### src/rtl/exec_stall_ctrl.sv
// Stall controller for the single-issue core: sequences multi-cycle ALU ops
// through a start/done handshake with timeout and flush abort, and gates commit via ready.
module exec_stall_ctrl #(
  parameter logic [4:0] OP_MUL  = 5'd8,
  parameter logic [4:0] OP_DIV  = 5'd9,
  parameter logic [4:0] OP_MOD  = 5'd10,
  parameter logic [4:0] OP_POW  = 5'd11,
  parameter logic [4:0] OP_RAD  = 5'd12,
  parameter int         TIMEOUT = 64,
  parameter int         STALL_W = 16
) (
  input  logic               clk,
  input  logic               rst,
  input  logic               instr_valid,
  input  logic [4:0]         opsel,
  input  logic               mem_busy,
  input  logic               flush,
  input  logic               mc_done,
  output logic               ready,
  output logic               mc_start,
  output logic [4:0]         mc_op,
  output logic               mc_cancel,
  output logic               busy,
  output logic               timeout_err,
  output logic [STALL_W-1:0] stall_cnt
);

  localparam int CNT_W = (TIMEOUT > 2) ? $clog2(TIMEOUT) : 1;
  localparam logic [CNT_W-1:0] CNT_LAST = CNT_W'(TIMEOUT - 1);

  typedef enum logic [1:0] {
    S_IDLE,
    S_LAUNCH,
    S_WAIT,
    S_DONE
  } state_t;

  state_t             r_state;
  state_t             w_state_next;
  logic [CNT_W-1:0]   r_wait_cnt;
  logic [4:0]         r_mc_op;
  logic               r_timeout_err;
  logic [STALL_W-1:0] r_stall_cnt;

  logic w_mc_hit;
  logic w_ready;
  logic w_start;
  logic w_cancel;
  logic w_timeout;
  logic w_latch;

  assign w_mc_hit = instr_valid & ((opsel == OP_MUL) | (opsel == OP_DIV) | (opsel == OP_MOD) |
                                   (opsel == OP_POW) | (opsel == OP_RAD));

  always_comb begin
    w_state_next = r_state;
    w_ready      = 1'b0;
    w_start      = 1'b0;
    w_cancel     = 1'b0;
    w_timeout    = 1'b0;
    w_latch      = 1'b0;
    case (r_state)
      S_IDLE: begin
        w_ready = instr_valid & ~w_mc_hit & ~mem_busy;
        if (w_mc_hit & ~flush) begin
          w_latch      = 1'b1;
          w_state_next = S_LAUNCH;
        end
      end
      S_LAUNCH: begin
        if (flush) begin
          w_cancel     = 1'b1;
          w_state_next = S_IDLE;
        end else begin
          w_start      = 1'b1;
          w_state_next = S_WAIT;
        end
      end
      S_WAIT: begin
        if (flush) begin
          w_cancel     = 1'b1;
          w_state_next = S_IDLE;
        end else if (mc_done) begin
          w_state_next = S_DONE;
        end else if (r_wait_cnt == CNT_LAST) begin
          w_timeout    = 1'b1;
          w_cancel     = 1'b1;
          w_state_next = S_DONE;
        end
      end
      S_DONE: begin
        w_ready      = ~flush;
        w_state_next = S_IDLE;
      end
      default: w_state_next = S_IDLE;
    endcase
  end

  // Reset forces every output low, including the combinational ones.
  assign ready       = w_ready & rst;
  assign mc_start    = w_start & rst;
  assign mc_cancel   = w_cancel & rst;
  assign busy        = (r_state != S_IDLE);
  assign mc_op       = r_mc_op;
  assign timeout_err = r_timeout_err;
  assign stall_cnt   = r_stall_cnt;

  always_ff @(posedge clk or negedge rst) begin
    if (!rst) begin
      r_state       <= S_IDLE;
      r_wait_cnt    <= '0;
      r_mc_op       <= '0;
      r_timeout_err <= 1'b0;
      r_stall_cnt   <= '0;
    end else begin
      r_state <= w_state_next;
      if (w_latch) begin
        r_mc_op <= opsel;
      end
      // Counter only advances while staying in WAIT, so it never wraps.
      if (r_state == S_LAUNCH) begin
        r_wait_cnt <= '0;
      end else if ((r_state == S_WAIT) && (w_state_next == S_WAIT)) begin
        r_wait_cnt <= r_wait_cnt + CNT_W'(1);
      end
      if (w_timeout) begin
        r_timeout_err <= 1'b1;
      end
      if (instr_valid && !w_ready && !(&r_stall_cnt)) begin
        r_stall_cnt <= r_stall_cnt + STALL_W'(1);
      end
    end
  end

endmodule

### config.mk
export PLATFORM = sky130hd
export DESIGN_NAME = exec_stall_ctrl
export DESIGN_NICKNAME = d
export VERILOG_FILES = /design/src/rtl/exec_stall_ctrl.sv
export SDC_FILE = /design/constraint.sdc
export NUM_CORES = 1
export LEC_CHECK = 0
export CAP_MARGIN = 20
export CORE_MARGIN = 4
export CORE_UTILIZATION = 51
export CTS_CLUSTER_DIAMETER = 120
export CTS_CLUSTER_SIZE = 24
export DETAILED_ROUTE_END_ITERATION = 7
export DONT_BUFFER_PORTS = 1
export PLACE_DENSITY = 0.72
export SETUP_SLACK_MARGIN = 0.1
export SYNTH_ARGS = -nofsm -noshare
export SYNTH_HDL_FRONTEND = slang
export SYNTH_SLANG_ARGS = --single-unit
### constraint.sdc
create_clock -name clk -period 1.9 [get_ports clk]
set_input_delay 0.095 -clock clk [delete_from_list [all_inputs] [get_ports clk]]
set_output_delay 0.095 -clock clk [all_outputs]
set_load 0.005 [all_outputs]
==> flow_metrics.env <==
export IMPL_layout_commonest_cell="buf_4"
export IMPL_cp_required_ns=2.10
export IMPL_firstDrtPassIters=4
export IMPL_setup_tns_ns=-0.481
export IMPL_ios=37
export IMPL_outcome="complete, but fails checks"
export IMPL_synth_edf_count=0
export IMPL_path_class="reg2reg"
export IMPL_crit_path_end_kind="flop"
export IMPL_dpl_cell_area_um2=1880
export IMPL_skew_ns=0.0178
export IMPL_cts_htree_levels=2
export IMPL_grt_max_degree=31
export IMPL_cp_start_kind="flop"
export IMPL_yosysTopAreaCell="dfrtp_1"
export IMPL_seqPwrFrac_pct=29.0
export IMPL_crit_start="r_state[1]$_DFF_PN0_"
export IMPL_viasPerCell=6.14
export IMPL_ir_worst_vdd_v=0.00109
export IMPL_rows=20
export IMPL_final_cell_mix="buf_4 (32), dfrtp_1 (30), buf_6 (14)"
export IMPL_r2r_cells=9
export IMPL_globalRouteTotalUtil_pct=22.7
export IMPL_finalHoldViolCount=0
export IMPL_syn_nets=174
export IMPL_hpwl_mm=2.73
export IMPL_synthSimpleGateAreaFrac_pct=25.2
export IMPL_fp_dieArea_um2=4190
export IMPL_multiInputGateArea_um2=1160
export IMPL_grt_pass1_vias=1549
export IMPL_clockRootBuffer="clkbuf_4"
export IMPL_synth_top_area_share_pct=45.8
export IMPL_worstHoldStart="instr_valid"
export IMPL_slowest_stage="dfrtp_1"
export IMPL_ys_top_cells_by_area="dfrtp_1 (46%), xnor2_1 (6.9%), ha_1 (4.6%)"
export IMPL_syn_area_per_cell_um2=10.4
export IMPL_synthCells=157
export IMPL_ant_nets=0
export IMPL_dr_total_vias=1591
export IMPL_total_power_mw=3.14
export IMPL_grt_ovfl_total=0
export IMPL_rsz0062_at_grt="yes"
export IMPL_path_cells="inv_2, ha_4, buf_6, nand2b_1, a21boi_2, o211ai_4, buf_6, o31ai_1, a21oi_2"
export IMPL_reg2reg_from="r_state[1]$_DFF_PN0_"
export IMPL_final_cells=259
export IMPL_slew_viol_final=0
export IMPL_worstSkewPairLatency_ns=0.34
export IMPL_place_inst=224
export IMPL_worst_slack_ns=-0.106
export IMPL_die_x_um=64.7
export IMPL_nFillCells=159
export IMPL_insertedDiodeCount=0
export IMPL_pwr_share_clk_pct=16.1
export IMPL_ys_types=46
export IMPL_cp_slowest_stage_delay_ns=0.41
export IMPL_yosys_warnings=0
export IMPL_cts_tree="yes"
export IMPL_p_comb_share_pct=54.9
export IMPL_grt_pass1_wl_mm=7.30
export IMPL_synth_xor_area_share_pct=8.01
export IMPL_min_to="stall_cnt[10]$_DFFE_PN0P_"
export IMPL_antenna_found_initial=0
export IMPL_drive_above_1_share_pct=53.5
export IMPL_tightestPinTransition_ns=0.606
export IMPL_switchingPower_mw=1.19
export IMPL_synth_top_family_by_area="simple AND/OR/NAND/NOR gates"
export IMPL_wirelength_mm=5.60
export IMPL_ys_async_sr_fraction_pct=100
export IMPL_worstHoldPathCells=4
export IMPL_crit_top_cell="buf_6"
export IMPL_drc_errors=0
export IMPL_switching_share_pct=37.8
export IMPL_synth_seq_cells=30
export IMPL_p_leak_nw=1.11
export IMPL_seq_area_frac_synth_pct=45.8
export IMPL_core_area_um2=3050
export IMPL_hold_slack_ns=0.130
export IMPL_area_delta_synth_final_pct=55.1
export IMPL_finalWeightedCongestion=0.840
export IMPL_synth_compound_area_share_pct=9.31
export IMPL_max_freq_mhz=499
export IMPL_ys_flop_type="dfrtp_1"
export IMPL_synth_area_um2=1640
export IMPL_cap_violations=0
export IMPL_fin_crit_sh_pct=106
export IMPL_numCtsBuffers=5
export IMPL_die_y_um=64.7
export IMPL_relSlewSlack_pct=59.4
export IMPL_fin_crit_ns=2.01
export IMPL_hold_path_class="in2reg"
export IMPL_clkSlewWorstSetupHoldPaths_ns=0.11
export IMPL_cts_sinks=30
export IMPL_finalSetupViolCount=9
export IMPL_synthAdderAreaFrac_pct=4.58
export IMPL_port_buffers=0
export IMPL_drt_iter0_drc=120
export IMPL_violations="negative setup slack"
export IMPL_power_density_nw_per_um2=1240
export IMPL_register_area_um2=751
export IMPL_final_nets=231
export IMPL_cp_arrival_ns=2.21
export IMPL_clk_path_buf_depth=2
export IMPL_design_area_um2=2540
export IMPL_r2r_end="r_wait_cnt[2]$_DFFE_PN0P_"
export IMPL_r2r_slack_ns=-0.11
export IMPL_start_util_pct=53.7
export IMPL_synth_mux_area_share_pct=4.27
export IMPL_critical_path_max_fanout=8
export IMPL_p_int_mw=1.96
export IMPL_avgRoutedWirePerCell_um=21.6
-- area by class of cell --
| type | count | area share (%) |
|---|---|---|
| clock inverters | 3 | 1.57 |
| multi-input cells | 117 | 45.5 |
| clock buffers | 5 | 1.47 |
| inverters | 7 | 1.03 |
| well taps | 44 | 2.16 |
| repair buffers | 53 | 18.8 |
| flip-flops and latches | 30 | 29.5 |
-- worst max-delay path by stage --
| stage | slack [ns] | endpoint |
|---|---|---|
| floorplan | -0.03 | stall_cnt[1]$_DFFE_PN0P_ |
| global placement | -0.02 | stall_cnt[1]$_DFFE_PN0P_ |
| detailed placement | -0.11 | stall_cnt[1]$_DFFE_PN0P_ |
| CTS | 0.01 | stall_cnt[1]$_DFFE_PN0P_ |
| global route | -0.14 | r_wait_cnt[2]$_DFFE_PN0P_ |
| finish | -0.11 | r_wait_cnt[2]$_DFFE_PN0P_ |
-- synthesized netlist by cell type (2+ instances only) --
cell and n:
nand2_1 6, nor2b_1 2, nand3_1 13, a31oi_1 2, nand2b_1 5, xor2_1 2, and3_1 6, mux2_2 4
dfrtp_1 30, o31ai_1 2, and4_1 2, or3_1 2, nand4_1 5, a21oi_1 7, ha_1 6, xnor2_1 13
and2_1 2, nor2_1 6, nand4b_1 2, o21ai_0 6, inv_1 7, or4_1 2, nor2_2 2
-- sequential cells by signal, summed over array words and instances, names as in the netlist --
register,count
stall_cnt,16
r_wait_cnt,6
mc_op,5
r_state,2
timeout_err,1
-- repair_timing --
action | in CTS | in global routing
pin swaps | 22 | 40
hold buffers | 7 | 0
hold endpoints to repair | 35 | 0
gates cloned | 0 | 0
setup buffers | 13 | 8
endpoints found under the setup margin | 24 | 24
resized for setup | 35 | 44
-- cell families after synthesis --
family                     count (synthesis)
muxes                                      6
AOI/OAI and AO/OA                         24
xor gates and xnor gates                  15
DFF                                       30
buffers and inverters                     10
and+or+nand+nor                           66
adders and majority gates                  6
-- through the flow --
stage	setup slack, ns	utilization (%)
6_report	-0.106	83.4
3_5_place_dp	-0.108	61.5
2_1_floorplan	-0.0334	-
5_1_grt	-0.141	83.4
4_1_cts	0.0106	75.2
3_3_place_gp	-0.0189	61.5
-- power by group through the flow --
stage / Sequential [mW] / Combinational (mW) / Clock, mW
after floorplan: 0.909 / 0.519 / 0
after global placement: 0.883 / 0.915 / 0
after detailed placement: 0.887 / 0.956 / 0
after CTS: 0.890 / 1.34 / 0.509
after global routing: 0.926 / 1.80 / 0.539
final: 0.913 / 1.73 / 0.505
-- critical path: cells and delay by family, from the launching register on --
| family | cells | cell delay [ns] |
|---|---|---|
| compound gates | 4 | 0.76 |
| fa+ha+maj | 1 | 0.17 |
| buf+inv | 3 | 0.37 |
| flops | 1 | 0.41 |
| simple gates | 1 | 0.16 |
-- per-layer routing --
metal	vias to the layer above	wire length (um)	track usage (%)
li1	680	-	-
met1	813	2200	26.0
met2	78	2850	39.0
met3	20	390	8.84
met4	0	161	7.12
met5	-	0	0
Note: power is estimated with default switching activity, not from simulation.
